==> config.mk <==
export PLATFORM = sky130hd
export DESIGN_NAME = clock_min_sec_timebase
export DESIGN_NICKNAME = d
export VERILOG_FILES = /design/src/rtl/clock_pkg.sv /design/src/rtl/bcd_counter_00_59.sv /design/src/rtl/clock_min_sec_timebase.sv
export SDC_FILE = /design/constraint.sdc
export NUM_CORES = 1
export LEC_CHECK = 0
export BUFFER_PORTS_ARGS = -buffer_cell sky130_fd_sc_hd__buf_2
export CAP_MARGIN = 20
export CORE_AREA = 5 5 82 84
export CTS_CLUSTER_DIAMETER = 100
export CTS_CLUSTER_SIZE = 12
export DETAILED_ROUTE_END_ITERATION = 10
export DIE_AREA = 0 0 87 89
export GPL_ROUTABILITY_DRIVEN = 0
export PLACE_DENSITY_LB_ADDON = 0.12
export RECOVER_POWER = 25
export SYNTH_ARGS = -nofsm -noshare
export SYNTH_HDL_FRONTEND = slang
export SYNTH_SLANG_ARGS = --single-unit
==> constraint.sdc <==
create_clock -name clk -period 2.79 [get_ports clk]
set_clock_uncertainty 0.15 [all_clocks]
set_input_delay 0.558 -clock clk [delete_from_list [all_inputs] [get_ports clk]]
set_output_delay 0.558 -clock clk [all_outputs]
set_load 0.02 [all_outputs]
==> src/rtl/clock_pkg.sv <==
// Shared constants for the 12-hour clock chain: mode encodings and BCD digit limits.
package clock_pkg;

    localparam logic [1:0] MODE_RUN     = 2'd0;
    localparam logic [1:0] MODE_SET_MIN = 2'd1;
    localparam logic [1:0] MODE_SET_HR  = 2'd2;

    localparam logic [3:0] BCD_MAX_TENS = 4'd5;
    localparam logic [3:0] BCD_MAX_ONES = 4'd9;

endpackage

==> src/rtl/bcd_counter_00_59.sv <==
// Two-digit BCD counter 00..59 with enable, synchronous clear and a combinational wrap carry.
module bcd_counter_00_59
    import clock_pkg::*;
(
    input  logic       clk,
    input  logic       rst,
    input  logic       en,
    input  logic       clr,
    output logic [3:0] tens,
    output logic [3:0] ones,
    output logic       carry
);

    logic at_max_ones;
    logic at_max_tens;

    assign at_max_ones = (ones == BCD_MAX_ONES);
    assign at_max_tens = (tens == BCD_MAX_TENS);
    assign carry       = en && at_max_tens && at_max_ones;

    always_ff @(posedge clk or posedge rst) begin
        if (rst) begin
            tens <= '0;
            ones <= '0;
        end else if (clr) begin
            tens <= '0;
            ones <= '0;
        end else if (en) begin
            if (at_max_ones) begin
                ones <= '0;
                tens <= at_max_tens ? 4'd0 : tens + 4'd1;
            end else begin
                ones <= ones + 4'd1;
            end
        end
    end

endmodule

==> src/rtl/clock_min_sec_timebase.sv <==
// 1 Hz prescaler, BCD seconds/minutes and the RUN/SET_MIN/SET_HR time-set FSM.
// Optional field blink outputs are enabled by defining CLOCK_BLINK_EN.
module clock_min_sec_timebase
    import clock_pkg::*;
#(
    parameter int DIV = 50_000_000
)
(
    input  logic       clk,
    input  logic       rst,
    input  logic       en,
    input  logic       btn_mode,
    input  logic       btn_inc,
    output logic [3:0] sec_tens,
    output logic [3:0] sec_ones,
    output logic [3:0] min_tens,
    output logic [3:0] min_ones,
    output logic [1:0] mode,
    output logic       tick,
    output logic       hour_inc,
    output logic       min_blank,
    output logic       hr_blank
);

    localparam int PW = $clog2(DIV);

    logic [PW-1:0] presc;
    logic [1:0]    mode_q;
    logic [1:0]    mode_d;
    logic          presc_last;
    logic          exit_set;
    logic          set_min_inc;
    logic          set_hr_inc;
    logic          sec_carry;
    logic          min_carry;
    logic          min_en;

    assign presc_last  = (presc == PW'(DIV - 1));
    assign tick        = en && (mode_q == MODE_RUN) && presc_last;
    assign exit_set    = (mode_q == MODE_SET_HR) && btn_mode;
    assign set_min_inc = (mode_q == MODE_SET_MIN) && btn_inc && !btn_mode;
    assign set_hr_inc  = (mode_q == MODE_SET_HR) && btn_inc && !btn_mode;
    assign min_en      = sec_carry || set_min_inc;
    // A minute wrap from a SET_MIN increment must not roll the hours.
    assign hour_inc    = (min_carry && (mode_q == MODE_RUN)) || set_hr_inc;
    assign mode        = mode_q;

    always_comb begin
        mode_d = mode_q;
        case (mode_q)
            MODE_RUN:     if (btn_mode) mode_d = MODE_SET_MIN;
            MODE_SET_MIN: if (btn_mode) mode_d = MODE_SET_HR;
            MODE_SET_HR:  if (btn_mode) mode_d = MODE_RUN;
            default:      mode_d = MODE_RUN;
        endcase
    end

    always_ff @(posedge clk or posedge rst) begin
        if (rst) begin
            mode_q <= MODE_RUN;
        end else begin
            mode_q <= mode_d;
        end
    end

    // Leaving SET_HR restarts the second so the first tick is a full period away.
    always_ff @(posedge clk or posedge rst) begin
        if (rst) begin
            presc <= '0;
        end else if (exit_set) begin
            presc <= '0;
        end else if (en) begin
            presc <= presc_last ? '0 : presc + 1'b1;
        end
    end

    bcd_counter_00_59 u_sec (
        .clk   (clk),
        .rst   (rst),
        .en    (tick),
        .clr   (exit_set),
        .tens  (sec_tens),
        .ones  (sec_ones),
        .carry (sec_carry)
    );

    bcd_counter_00_59 u_min (
        .clk   (clk),
        .rst   (rst),
        .en    (min_en),
        .clr   (1'b0),
        .tens  (min_tens),
        .ones  (min_ones),
        .carry (min_carry)
    );

`ifdef CLOCK_BLINK_EN
    logic presc_hi;
    assign presc_hi  = (presc >= PW'(DIV / 2));
    assign min_blank = (mode_q == MODE_SET_MIN) && presc_hi;
    assign hr_blank  = (mode_q == MODE_SET_HR) && presc_hi;
`else
    assign min_blank = 1'b0;
    assign hr_blank  = 1'b0;
`endif

endmodule

Yosys cells after proc, flatten, opt, wreduce, memory -nomap -nowiden
Index checks and enable logic that the tools add are counted.
- RAM bits: 0
- output and inout port bits: 22
- flip-flop bits (word level): 44
- input bits: 5
- memory bits (read-only): 0
- latch bits: 0
- memories kept: 0
- multipliers: 0
- div/mod/pow operators: 0
- multiplexer cells: 16
- bitwise logic cells: 0
- $add $sub $neg: 5
- shift-type cells: 0
- $lt $le $gt $ge: 0
- reduce and logical (&&, ||, !) cells: 22
- eq/ne operators: 10
- operator list (cell ; number):
    $mux 26 ; 3
    $mux 4 ; 9
    $add 26x1->26 const B ; 1
    $eq 26x26->1 const B ; 1
    $add 4x1->4 const B ; 4
    $logic_and 1x1->1 ; 12
    $eq 4x3->1 const B ; 2
    $eq 4x4->1 const B ; 2
    $mux 2 ; 3
    $ne 2x2->1 const B ; 3
    $pmux 2 s3 ; 1
    $reduce_bool 2->1 ; 3
    $reduce_and 2->1 ; 2
    $reduce_and 3->1 ; 1
    $eq 2x1->1 const B ; 1
    $eq 2x2->1 const B ; 1
    $logic_not 2->1 ; 1
    $logic_or 1x1->1 ; 2
    $logic_not 1->1 ; 1

Longest topological paths before layout
- depth in word-level cells: 10
- depth in mapped cells: 8
- depth with buffers taken out: 7

Cells and area by module
From an unflattened synthesis, not the netlist that was laid out.
- cells, all modules: 290
- area total of the unflattened synthesis: 2621.3 µm²
- by module, submodules not included (module ; cells an instance ; area each (µm²) ; instances):
    clock_min_sec_timebase ; 188 ; 1635.3 ; 1
    bcd_counter_00_59 ; 51 ; 493.0 ; 2

Worst setup path after synthesis
Ideal clock, no wire load.
- path type: register to output
- from: register mode_q[0], in the netlist mode[0]
- to: output port hour_inc
- data required time: 2.082 ns
- setup slack: 0.015 ns
- arrival: 2.067 ns
- stages on the path, launching flop included: 7
- path buffers: 1
- path through: dfrtp_1 clkbuf_1 nor4bb_1 nand3_1 o41ai_2 nand4_1 a21oi_1
- cells in the longest elaborated chain, start to end: 10
- ends and longest elaborated chain (element ; line ; RTL):
    from (decl) ; clock_min_sec_timebase.sv:28 ; logic [1:0] mode_q;
    from (signal assigned) ; clock_min_sec_timebase.sv:62 ; mode_q <= mode_d;
    $logic_not 2->1 ; clock_min_sec_timebase.sv:39, clock_min_sec_timebase.sv:45 ;
    $logic_and 1x1->1 (2 in a row) ; clock_min_sec_timebase.sv:39 ; assign tick = en && (mode_q == MODE_RUN) && presc_last;
    $logic_and 1x1->1 (2 in a row) ; bcd_counter_00_59.sv:19 ; assign carry = en && at_max_tens && at_max_ones;
    $logic_or 1x1->1 ; clock_min_sec_timebase.sv:43 ; assign min_en = sec_carry || set_min_inc;
    $logic_and 1x1->1 (2 in a row) ; bcd_counter_00_59.sv:19 ;
    $logic_and 1x1->1 ; clock_min_sec_timebase.sv:45 ; assign hour_inc = (min_carry && (mode_q == MODE_RUN)) || set_hr_inc;
    $logic_or 1x1->1 * ; clock_min_sec_timebase.sv:45 ;
    to (decl) ; clock_min_sec_timebase.sv:20 ; output logic hour_inc,
Every way passes the cells marked *; elsewhere a longest branch is shown, timed or not.

Final worst setup path
- from: register u_sec.tens[1]
- to: output port hour_inc
- cells in the longest elaborated chain, start to end: 8
- ends and longest elaborated chain (element ; line ; RTL):
    from (decl) ; bcd_counter_00_59.sv:9 ; output logic [3:0] tens,
    from (signal assigned) ; bcd_counter_00_59.sv:31 ; tens <= at_max_tens ? 4'd0 : tens + 4'd1;
    $eq 4x3->1 ; bcd_counter_00_59.sv:18 ; assign at_max_tens = (tens == BCD_MAX_TENS);
    $logic_and 1x1->1 (2 in a row) ; bcd_counter_00_59.sv:19 ;
    $logic_or 1x1->1 ; clock_min_sec_timebase.sv:43 ;
    $logic_and 1x1->1 (2 in a row) ; bcd_counter_00_59.sv:19 ;
    $logic_and 1x1->1 ; clock_min_sec_timebase.sv:45 ;
    $logic_or 1x1->1 ; clock_min_sec_timebase.sv:45 ;
No other way between the ends.

==> metrics.md <==
| Metric | Value |
|---|---|
| Run status | finished, violations left |
| Violated checks | negative setup slack |
| Critical path data arrival time | 2110 ps |
| Port Buffers | 24 |
| Global-route usage over all layers | 16.9% |
| Worst Tran Pin Value | 1130 ps |
| Top FF cell, synth | dfrtp_1 |
| Max-cap viol count | 0 |
| Fin area | 3060 um^2 |
| Die ar. | 7740 um^2 |
| Final Hold Fails | 0 |
| Crit. End Element | output pin |
| Htree depth | 2 |
| P_leak | 1.41 nW |
| Routed WL | 6.05 mm |
| Ports | 27 |
| Initial antenna violation count | 0 |
| Worst Hold Class | flip-flop to flip-flop |
| Post-Place Cells | 387 |
| PwrDens | 626 nW/um^2 |
| Register area share after synthesis | 42.6% |
| WS Path Type | flip-flop to output pin |
| Synth Register Bits | 44 |
| Vias per std cell | 5.53 |
| RSZ-0062 raised after global routing | true |
| DRC | 0 |
| Number of DRC markers in iteration 0 | 109 |
| Cts hold-fix bufs | 0 |
| Layout cell share with drive strength beyond 1 | 22.8% |
| Post-route clock period utilization | 101% |
| Max_slew headroom | 24.8% |
| Die Wd | 87 um |
| First drt pass iteration count | 4 |
| Via count | 2210 |
| Critical path launch point type | flip-flop |
| Grt ovf | 0 |
| Peak VDD IR | 0.346 mV |
| Min cycle time layout | 2820 ps |
| Synth cell types | 54 |
| Area after DPL | 2880 um^2 |
| Core Util, Final | 52.2% |
| CP Max Fanout | 5 |
| Final-layout fill cell count | 569 |
| Mapped Cells | 280 |
| Die height | 89 um |
| Post-route ant nets | 0 |
| Largest net degree at the start of global routing | 45 |
| Vias in the first global route | 2101 |
| Core area | 5850 um^2 |
| CTS tree | yes |
| Post-synth EDFFs | 0 |
| Clock transition at path regs | 90 ps |
| Post-Syn Area | 2580 um^2 |
| First-pass GRT wire length | 10.2 mm |
| TritonCTS sink count | 44 |
| Worst-Skew Late Latency | 310 ps |
| TritonCTS buffer count | 5 |
| Standard-cell rows | 28 |
| Slew Viols, Final | 0 |
| Diode count | 0 |
| Syn avg cell area | 9.22 um^2 |
| CTS max path bufs | 2 |
| CTS root buf | clkbuf_8 |
| WP data required | 2080 ps |
| Fin Setup TNS | -31.8 ps |
| Final net count | 334 |
| Post-Layout Cell Count | 400 |
| Final setup viols | 1 |
| Minimum setup slack in the final design | -31.8 ps |
| Yosys warns | 0 |
| FFs w/ async S/R, synth | 100% |
| Post-DR wirelength/cell | 15.1 um |
| PnR Total Power | 1.91 mW |
| Max Clock Freq | 354 MHz |
| Area delta synth->final | 18.4% |
| Starting Density | 44.1% |
| Post-DP HPWL | 4.26 mm |
-- cell usage after synthesis, types with 3 or more instances --
cell	instances	area (um^2)
nor4bb_1	3	30.0
nor3_1	10	50.1
dfrtp_1	44	1100
nor2_1	35	131
a21oi_1	13	65.1
o21ai_0	8	40.0
o211ai_1	4	30.0
nand3_1	13	65.1
nor4_1	5	31.3
nand4_1	7	43.8
ha_1	5	62.6
and4_1	4	35.0
and2_1	4	25.0
inv_1	17	63.8
and3b_1	3	26.3
xor2_1	4	35.0
xnor2_1	18	158
and3_1	6	37.5
nand3b_1	3	22.5
buf_4	3	22.5
nand2b_1	3	18.8
nand2_1	17	63.8
buf_2	4	20.0
clkbuf_1	4	15.0
or3_1	8	50.1
-- path summary, 6_finish.rpt --
kind,startpoint,to,slack (ps),cells after the start
worst max-delay path,u_sec.tens[1]$_DFFE_PP0P_,hour_inc,-30,8
worst min-delay path,u_min.tens[3]$_DFFE_PP0P_,u_min.tens[3]$_DFFE_PP0P_,370,1
worst max register to register,presc[18]$_DFFE_PP0P_,u_sec.tens[3]$_DFFE_PP0P_,450,6
worst min register to register,u_min.tens[3]$_DFFE_PP0P_,u_min.tens[3]$_DFFE_PP0P_,370,1
max in group asynchronous,rst,u_sec.ones[0]$_DFFE_PP0P_,1290,3
min in group asynchronous,rst,u_sec.tens[3]$_DFFE_PP0P_,440,3
-- metrics by stage --
stage	hold slack, ps	worst slack, ps
3_3_place_gp	352	208
4_1_cts	257	-1.20
2_1_floorplan	341	15.2
3_5_place_dp	365	184
5_1_grt	397	-145
6_report	369	-31.8
-- worst max-delay path, stage by stage (launching register included) --
cell     delay, ps
dfrtp_1        420
inv_1           70
ha_1           120
and3b_2        240
nand4_1        150
o41ai_4        360
nand4_1        160
a21oi_2        160
buf_6          130
-- sequential cells by signal, indices dropped and copies added, names as in the netlist --
signal,flops
u_sec.tens,4
u_min.ones,4
presc,26
mode,2
u_sec.ones,4
u_min.tens,4
-- layout by cell type, fill, tap and decap left out, types with 5 or more instances in the layout --
master    count
nor3_1       10
or3_1         8
xnor2_1      18
a21oi_1      12
nand3_1      13
nand2_1      17
clkbuf_8      6
o21ai_0       8
buf_4        23
inv_1        16
nand4_1       7
nor4_1        5
dfrtp_1      42
and3_1        6
nor2_1       35
buf_2        23
ha_1          5
-- cell families after synthesis --
logic type	count (synthesis)	synth area share [%]
mux	4	1.65
xor+xnor	22	7.46
fa+ha+maj	5	2.42
simple gates	134	29.9
other cells	1	0.145
compound gates	41	10.9
buf+inv	29	4.84
flops	44	42.6
-- power by group --
group,switching [mW],internal (mW)
Sequential,0.127,0.738
Combinational,0.357,0.266
Clock,0.228,0.198
Total,0.712,1.20
-- what timing repair did --
item | 4_1_cts | 5_1_grt
endpoints found under the setup margin | 1 | 1
gates cloned | 0 | 0
gates resized for setup | 7 | 5
hold endpoints to repair | 0 | 0
buffers inserted | 1 | 4
pin swaps | 1 | 4
-- per-layer routing --
metal / up-vias / track usage (%) / share of wire [%]
met5: - / 0 / 0
met4: 0 / 5.95 / 1.5
met3: 8 / 2.76 / 4.7
met2: 50 / 28.2 / 48
met1: 1077 / 22.3 / 46
li1: 1075 / - / -
-- area by class of cell --
cell class	count	area [um^2]	area share, %
Clock buffer	6	82.6	2.70
Tap cell	75	93.8	3.07
Clock inverter	2	10.0	0.327
Inverter	17	63.8	2.09
Sequential cell	44	1100	36.1
Timing Repair Buffer	48	304	9.95
Multi-Input combinational cell	208	1400	45.8
Note: power is estimated with default switching activity, not from simulation.
